--- config.mk ---
export PLATFORM = sky130hd
export DESIGN_NAME = float_adder_arbiter
export DESIGN_NICKNAME = d
export VERILOG_FILES = /design/src/rtl/float_adder_arbiter.sv
export SDC_FILE = /design/constraint.sdc
export NUM_CORES = 1
export LEC_CHECK = 0
export BUFFER_PORTS_ARGS = -buffer_cell sky130_fd_sc_hd__buf_2
export CAP_MARGIN = 15
export CORE_AREA = 4 4 130 132
export DETAILED_ROUTE_END_ITERATION = 7
export DIE_AREA = 0 0 134 136
export PLACE_DENSITY_LB_ADDON = 0.12
export SLEW_MARGIN = 10
export SYNTH_ARGS = -nofsm -noshare
export SYNTH_HDL_FRONTEND = slang
export SYNTH_SLANG_ARGS = --single-unit
--- constraint.sdc ---
create_clock -name i_CLK -period 3.1 [get_ports i_CLK]
set_clock_uncertainty 0.1 [all_clocks]
set_input_delay 0.62 -clock i_CLK [delete_from_list [all_inputs] [get_ports i_CLK]]
set_output_delay 0.62 -clock i_CLK [all_outputs]
set_load 0.005 [all_outputs]
--- src/rtl/float_adder_arbiter.sv ---
// Round-robin arbiter sharing one float_adder among NUM_REQ requesters.
// One operation in flight: IDLE -> ISSUE -> WAIT_Z -> RETURN, with a WAIT_Z timeout.
module float_adder_arbiter #(
    parameter int NUM_REQ     = 3,
    parameter int TIMEOUT_CYC = 255,
    parameter int ID_W        = 2
) (
    input  logic                    i_CLK,
    input  logic                    i_RSTN,
    input  logic [32*NUM_REQ-1:0]   i_REQ_A,
    input  logic [32*NUM_REQ-1:0]   i_REQ_B,
    input  logic [NUM_REQ-1:0]      i_REQ_STB,
    output logic [NUM_REQ-1:0]      o_REQ_ACK,
    output logic [31:0]             o_RES_Z,
    output logic [NUM_REQ-1:0]      o_RES_STB,
    input  logic [NUM_REQ-1:0]      i_RES_ACK,
    output logic [31:0]             o_ADD_A,
    output logic [31:0]             o_ADD_B,
    output logic                    o_ADD_AB_STB,
    input  logic                    i_ADD_AB_ACK,
    input  logic [31:0]             i_ADD_Z,
    input  logic                    i_ADD_Z_STB,
    output logic                    o_ADD_Z_ACK,
    output logic [ID_W-1:0]         o_GRANT_ID,
    output logic                    o_BUSY,
    output logic                    o_TIMEOUT
);

    localparam int unsigned    NR       = NUM_REQ;
    localparam int unsigned    IW       = (NUM_REQ > 1) ? $clog2(NUM_REQ) : 1;
    localparam int unsigned    CNT_W    = $clog2(TIMEOUT_CYC + 1);
    localparam logic [CNT_W-1:0] TO_MAX = CNT_W'(TIMEOUT_CYC);
    localparam logic [31:0]    QNAN     = 32'h7FC0_0000;
    localparam logic [ID_W-1:0] LAST_RST = ID_W'(NUM_REQ - 1);

    typedef enum logic [1:0] {S_IDLE, S_ISSUE, S_WAIT_Z, S_RETURN} state_t;

    state_t            state_q, state_d;
    logic [ID_W-1:0]   last_q, last_d;
    logic [ID_W-1:0]   grant_q, grant_d;
    logic [31:0]       a_q, a_d, b_q, b_d, res_q, res_d;
    logic [CNT_W-1:0]  cnt_q, cnt_d;
    logic              phase_q, phase_d;
    logic              timeout_q, timeout_d;
    logic              busy_q;

    logic              found;
    logic [ID_W-1:0]   win;
    int unsigned       idx;
    logic [NUM_REQ-1:0] win_oh, grant_oh, req_ack;
    logic [31:0]       a_sel, b_sel;
    logic              res_ack_sel;

    // Rotating search starting just after the last served requester.
    always_comb begin
        found = 1'b0;
        win   = '0;
        idx   = '0;
        for (int unsigned i = 1; i <= NR; i++) begin
            idx = 32'(last_q) + i;
            if (idx >= NR) idx = idx - NR;
            if (!found && i_REQ_STB[idx[IW-1:0]]) begin
                found = 1'b1;
                win   = ID_W'(idx);
            end
        end
    end

    always_comb begin
        win_oh      = '0;
        grant_oh    = '0;
        a_sel       = '0;
        b_sel       = '0;
        res_ack_sel = 1'b0;
        for (int unsigned k = 0; k < NR; k++) begin
            if (win == ID_W'(k)) begin
                win_oh[k] = 1'b1;
                a_sel     = i_REQ_A[32*k +: 32];
                b_sel     = i_REQ_B[32*k +: 32];
            end
            if (grant_q == ID_W'(k)) begin
                grant_oh[k] = 1'b1;
                res_ack_sel = i_RES_ACK[k];
            end
        end
    end

    always_comb begin
        state_d      = state_q;
        last_d       = last_q;
        grant_d      = grant_q;
        a_d          = a_q;
        b_d          = b_q;
        res_d        = res_q;
        cnt_d        = cnt_q;
        phase_d      = phase_q;
        timeout_d    = timeout_q;
        req_ack      = '0;
        o_ADD_AB_STB = 1'b0;
        o_ADD_Z_ACK  = 1'b0;
        o_RES_STB    = '0;
        case (state_q)
            S_IDLE: begin
                if (found) begin
                    req_ack = win_oh;
                    a_d     = a_sel;
                    b_d     = b_sel;
                    grant_d = win;
                    state_d = S_ISSUE;
                end
            end
            S_ISSUE: begin
                o_ADD_AB_STB = 1'b1;
                if (i_ADD_AB_ACK) begin
                    cnt_d   = '0;
                    phase_d = 1'b0;
                    state_d = S_WAIT_Z;
                end
            end
            S_WAIT_Z: begin
                o_ADD_Z_ACK = 1'b1;
                if (i_ADD_Z_STB) begin
                    res_d   = i_ADD_Z;
                    state_d = S_RETURN;
                end else if (cnt_q == TO_MAX) begin
                    timeout_d = 1'b1;
                    res_d     = QNAN;
                    state_d   = S_RETURN;
                end else begin
                    // phase halves the count rate: one increment per two WAIT_Z cycles
                    phase_d = ~phase_q;
                    if (phase_q) cnt_d = cnt_q + CNT_W'(1);
                end
            end
            S_RETURN: begin
                o_RES_STB = grant_oh;
                if (res_ack_sel) begin
                    last_d  = grant_q;
                    state_d = S_IDLE;
                end
            end
            default: state_d = S_IDLE;
        endcase
    end

    always_ff @(posedge i_CLK or negedge i_RSTN) begin
        if (!i_RSTN) begin
            state_q   <= S_IDLE;
            last_q    <= LAST_RST;
            grant_q   <= '0;
            a_q       <= '0;
            b_q       <= '0;
            res_q     <= '0;
            cnt_q     <= '0;
            phase_q   <= 1'b0;
            timeout_q <= 1'b0;
            busy_q    <= 1'b0;
        end else begin
            state_q   <= state_d;
            last_q    <= last_d;
            grant_q   <= grant_d;
            a_q       <= a_d;
            b_q       <= b_d;
            res_q     <= res_d;
            cnt_q     <= cnt_d;
            phase_q   <= phase_d;
            timeout_q <= timeout_d;
            busy_q    <= (state_d != S_IDLE);
        end
    end

    // Ack is combinational from the strobes, so reset must mask it directly.
    assign o_REQ_ACK  = req_ack & {NUM_REQ{i_RSTN}};
    assign o_RES_Z    = res_q;
    assign o_ADD_A    = a_q;
    assign o_ADD_B    = b_q;
    assign o_GRANT_ID = grant_q;
    assign o_BUSY     = busy_q;
    assign o_TIMEOUT  = timeout_q;

endmodule

* After elaboration in Yosys (flattened, before gate mapping)
Cells that the tools add are included.
Cells by class: add/sub/neg operators 7, magnitude comparators 6, equal/unequal tests 12, multiplexer cells 52, bitwise gates (word level) 3, reduce and logical (&&, ||, !) cells 16
Operator list (count):
- $mux 32 | 8
- $mux 8 | 4
- $mux 2 | 11
- $mux 1 | 20
- $pmux 8 s2 | 1
- $ge 3x2->1 const B | 3
- $lt 2x3->1 const B | 3
- $mux 3 | 3
- $add 8x1->8 const B | 1
- $eq 2x2->1 const B | 4
- $eq 8x8->1 const B | 1
- $ne 2x2->1 const B | 4
- $pmux 2 s4 | 1
- $add 2x2->3 const B | 2
- $bmux 1 s2 | 3
- $eq 2x1->1 const B | 3
- $logic_not 2->1 | 3
- $reduce_and 2->1 | 3
- $reduce_bool 2->1 | 3
- $sub 2x2->2 const B | 3
- $reduce_and 5->1 | 1
- $reduce_and 4->1 | 1
- $add 2x1->3 const B | 1
- $and 3x3->3 | 1
- 5 further kinds | 8
Word-level totals: flip-flop bits (word level) 113, input port bits 234, logic and storage cells 106

* Depth between registers and ports, before layout
depth in word-level cells 17, mapped depth 11

* Worst setup path after synthesis
OpenSTA, ideal clock, no wires.
path type register -> output, start register last_q[1], end output o_REQ_ACK[2], data arrival time 2051 ps, data required time 2380 ps, slack 329 ps, cell stages (with the launch flop) 11, path buffers 4, cells stage by stage dfstp_2 > inv_1 > ha_1 > buf_2 > inv_1 > o2111ai_1 > and3_1 > buf_2 > buf_2 > buf_1 > and3_1
Between the ends: cells in the longest elaborated chain, start to end 17
Ends and longest elaborated chain:
- start, declared | line 39 | logic [ID_W-1:0] last_q, last_d;
- start signal, assigned | line 160 | last_q <= last_d;
- $add 2x1->3 | line 60 | idx = 32'(last_q) + i;
- $ge 3x2->1 / $sub 2x2->2 (equally long branches) | line 61 | if (idx >= NR) idx = idx - NR;
- $mux 2 | line 61
- $bmux 1 s2 | line 62 | if (!found && i_REQ_STB[idx[IW-1:0]]) begin
- $mux 1 (implied by the code) | line 62
- $mux 1 | line 62
- $logic_not 1->1 | line 62
- $logic_and 1x1->1 | line 62
- $mux 1 | line 62
- $logic_not 1->1 | line 62
- $logic_and 1x1->1 | line 62
- $mux 2 | line 62
- $eq 2x2->1 | line 76 | if (win == ID_W'(k)) begin
- $mux 1 | line 76
- $mux 3 * | line 104 | if (found) begin
- $mux 3 * | line 102 | case (state_q)
- $and 3x3->3 * | line 173 | assign o_REQ_ACK = req_ack & {NUM_REQ{i_RSTN}};
- end, declared | line 13 | output logic [NUM_REQ-1:0] o_REQ_ACK,
Mark *: on every way between the ends. The rest lies on a longest branch, timed or not. The select of a mux whose other input is x is not followed.

* Worst setup path after layout
Ends and elaborated chain as after synthesis.

==> results.toml <==
[status]
status = "finished, final reports clean"

[timing]
worst_pin_slew_ps = 890
maxSlewViolCount = 0
min_period_ps = 3000
slew_headroom_pct = 40.7
finalSetupViolations = 0
grt_setup_unrepaired = "false"
fin_tns_setup_ps = 0
max_freq_mhz = 333
finalHoldViolations = 0
final.period_utilization_pct = 96.9
holdWs_ps = 11.4

[worst_setup_path]
worstSetupPathType = "reg -> out"
crit_slowest_cell = "dfstp_2"
r2r_cells = 10
worstPathCellList = "inv_4 > ha_4 > a22oi_2 > buf_4 > nand4_1 > and3_4 > and3_4 > buf_6"
path_buf_inv = 3
endpoint_kind = "output port"
path_common_cell = "and3_4"
critPathLaunchType = "flip-flop"
cp_max_fo = 5
cpPeakStageDelay_ps = 580
r2r-start = "last_q[1]"
reg2reg_slack_ps = 250
path_delay_family = "flip-flops"
cp.arrival_ps = 2280
timing.rr.end = "o_ADD_B[27]"
cp_data_required_time_ps = 2380

[clock_network]
cts_buffer_depth = 2
path_clk_slew_ps = 50
clock_latency_ps = 410
ctsHtreeMaxLevel = 4
root_buffer = "clkbuf_16"
cts_tree = "done"
cts_buffers = 17
clock_sinks = 113
hold_buffers = 0

[routing]
wl_per_cell_um = 20.1
wirelength_um = 23000
via_count = 6405
route.detailed.drc = 0
postRouteAntennaNets = 0
dr.first_iter.drc_count = 364
dr.pass1.iters = 5
viasPerCell = 5.59

[power_and_ir_drop]
p_leak_nw = 4.33
vdd_drop_max_v = 0.000441
total_power_mw = 9.32
p_per_area_nw_per_um2 = 1060

[layout]
final_nets = 1152
area.growth.synth_to_final_pct = 42.4
multi_input_area_sq_um = 3130
layout-drive-gt1-share_pct = 46.1
register_area_sq_um = 2830
fin_util_pct = 56.0
fillerInstances = 1423
fin_area_sq_um = 8800

[logic_synthesis]
async_reset_ff_share_pct = 100
syn-cell-area_sq_um = 6180
ys_types = 47
avgSynthCellArea_sq_um = 10.4
synth_seq_area_share_pct = 45.8
synth-main-ff-cell = "dfrtp_1"
syn_inst = 596
synth-seq-cells = 113
yosysWarnings = 0
synth_nets = 834
synth_edf_count = 0

[die]
start_util_pct = 39.3
fp.dieW_um = 134
dieHeight_um = 136
die_area_sq_um = 18200
io-pin-count = 342
coreArea_sq_um = 15700
placementRows = 46

[placement]
dp_hpwl_um = 16100
gp_congestion = 0.893
dpl_cell_area_sq_um = 8080
io_buffer_count = 341

[grt]
gr-total-overflow = 0
grt_max_degree = 96
grt.total_usage_pct = 24.6
antenna_found_initial = 1
grt_pass1_wl_um = 35200
grt_pass1_vias = 6851

[min_path]
hold_path_class = "in -> async"

[flow_run]
cap_violations = 0
==> worst max-delay path by stage <==
stage	start	to	depth (start not counted)
2_1_floorplan	last_q[1]	o_REQ_ACK[2]	10
3_3_place_gp	last_q[1]	o_REQ_ACK[0]	7
3_5_place_dp	last_q[1]	o_REQ_ACK[0]	7
4_1_cts	last_q[1]	o_REQ_ACK[0]	7
5_1_grt	last_q[1]	o_REQ_ACK[0]	8
6_report	last_q[1]	o_REQ_ACK[2]	8
==> state kept, by name, summed over array words and instances (netlist names) <==
name	count
o_RES_Z	32
last_q	2
state_q	2
phase_q	1
o_GRANT_ID	2
cnt_q	8
o_TIMEOUT	1
o_ADD_B	32
o_ADD_A	32
o_BUSY	1
==> layout by cell type (no fill, tap or decap), types with 4 or more instances in the layout <==
cell type,synthesis,routed
clkinvlp_4,0,5
nor2_1,13,11
and3_1,22,20
nand4_1,4,4
nor3_1,8,6
o21ai_1,17,17
buf_4,0,21
clkbuf_16,0,17
nand2_1,28,26
a211o_1,45,45
buf_2,18,339
a32o_1,45,45
a221o_1,9,9
o31ai_1,20,20
clkinv_2,0,4
inv_1,9,7
nor2b_1,6,6
a22o_1,23,23
o21ai_0,9,9
o21a_1,46,46
or3_1,46,46
a221oi_1,19,19
dfrtp_1,112,111
buf_12,0,5
xnor2_1,5,5
==> cell families (layout without fill, tap and decap cells) <==
group,after synthesis,in the layout,share of synthesized area [%]
compound gates,245,245,33.0
simple gates,149,150,13.6
flops,113,113,45.8
buf+inv,77,407,5.67
xor+xnor,5,5,0.709
fa+ha+maj,4,4,0.810
mux,3,3,0.506
other cells,0,2,0
==> per-stage QoR <==
stage	worst slack (ps)	cells
after floorplan	329	596
after global placement	340	1104
after detailed placement	257	1104
after CTS	4.27	1141
after global routing	7.27	1144
final	97.4	1145
==> area by class of cell <==
| class | count | share of cell area (%) |
|---|---|---|
| tap | 216 | 3.07 |
| sequential | 113 | 32.2 |
| clock inverter | 13 | 1.29 |
| inverter | 9 | 0.412 |
| timing repair buffer | 366 | 22.3 |
| multi-input combinational | 407 | 35.6 |
| antenna | 2 | 0.0569 |
| clock buffer | 19 | 5.03 |
==> timing repair <==
action	4_1_cts	5_1_grt
setup endpoints to repair	2	3
resized for setup	6	16
gates cloned	1	0
pin swaps	4	4
setup buffers	4	2
==> report_power, final <==
| group | leakage [nW] | internal, mW | switching, mW |
|---|---|---|---|
| clock network | 0.261 | 1.12 | 0.713 |
| logic | 2.66 | 2.27 | 2.64 |
| registers | 1.41 | 2.15 | 0.424 |
==> per-layer routing <==
metal	share of wire [%]	global-route usage, %	vias up
met5	0	0	-
met4	2.8	9.03	0
met3	6.9	7.48	47
met2	50	43.1	289
met1	40	28.3	3091
li1	-	-	2978
==> synth_stat cells (2+ instances only) <==
| cell type | number | area share, % |
|---|---|---|
| a211o_1 | 45 | 6.4 |
| a21oi_1 | 2 | 0.16 |
| a221o_1 | 9 | 1.5 |
| a221oi_1 | 19 | 2.7 |
| a22o_1 | 23 | 3.3 |
| a32o_1 | 45 | 7.3 |
| and2_1 | 3 | 0.30 |
| and3_1 | 22 | 2.2 |
| buf_1 | 5 | 0.30 |
| buf_2 | 18 | 1.5 |
| buf_6 | 5 | 0.91 |
| clkbuf_1 | 39 | 2.4 |
| dfrtp_1 | 112 | 45 |
| ha_1 | 4 | 0.81 |
| inv_1 | 9 | 0.55 |
| mux2i_1 | 2 | 0.32 |
| nand2_1 | 28 | 1.7 |
| nand2b_1 | 4 | 0.41 |
| nand3_1 | 5 | 0.41 |
| nand3b_1 | 3 | 0.36 |
| nand4_1 | 4 | 0.41 |
| nor2_1 | 13 | 0.79 |
| nor2b_1 | 6 | 0.61 |
| nor3_1 | 8 | 0.65 |
| nor3b_1 | 2 | 0.24 |
| o2111ai_1 | 2 | 0.28 |
| o21a_1 | 46 | 5.6 |
| o21ai_0 | 9 | 0.73 |
| o21ai_1 | 17 | 1.4 |
| o221ai_1 | 2 | 0.28 |
| o31ai_1 | 20 | 2.4 |
| or3_1 | 46 | 4.7 |
| xnor2_1 | 5 | 0.71 |
No activity file was read; power rests on OpenSTA's default activity.
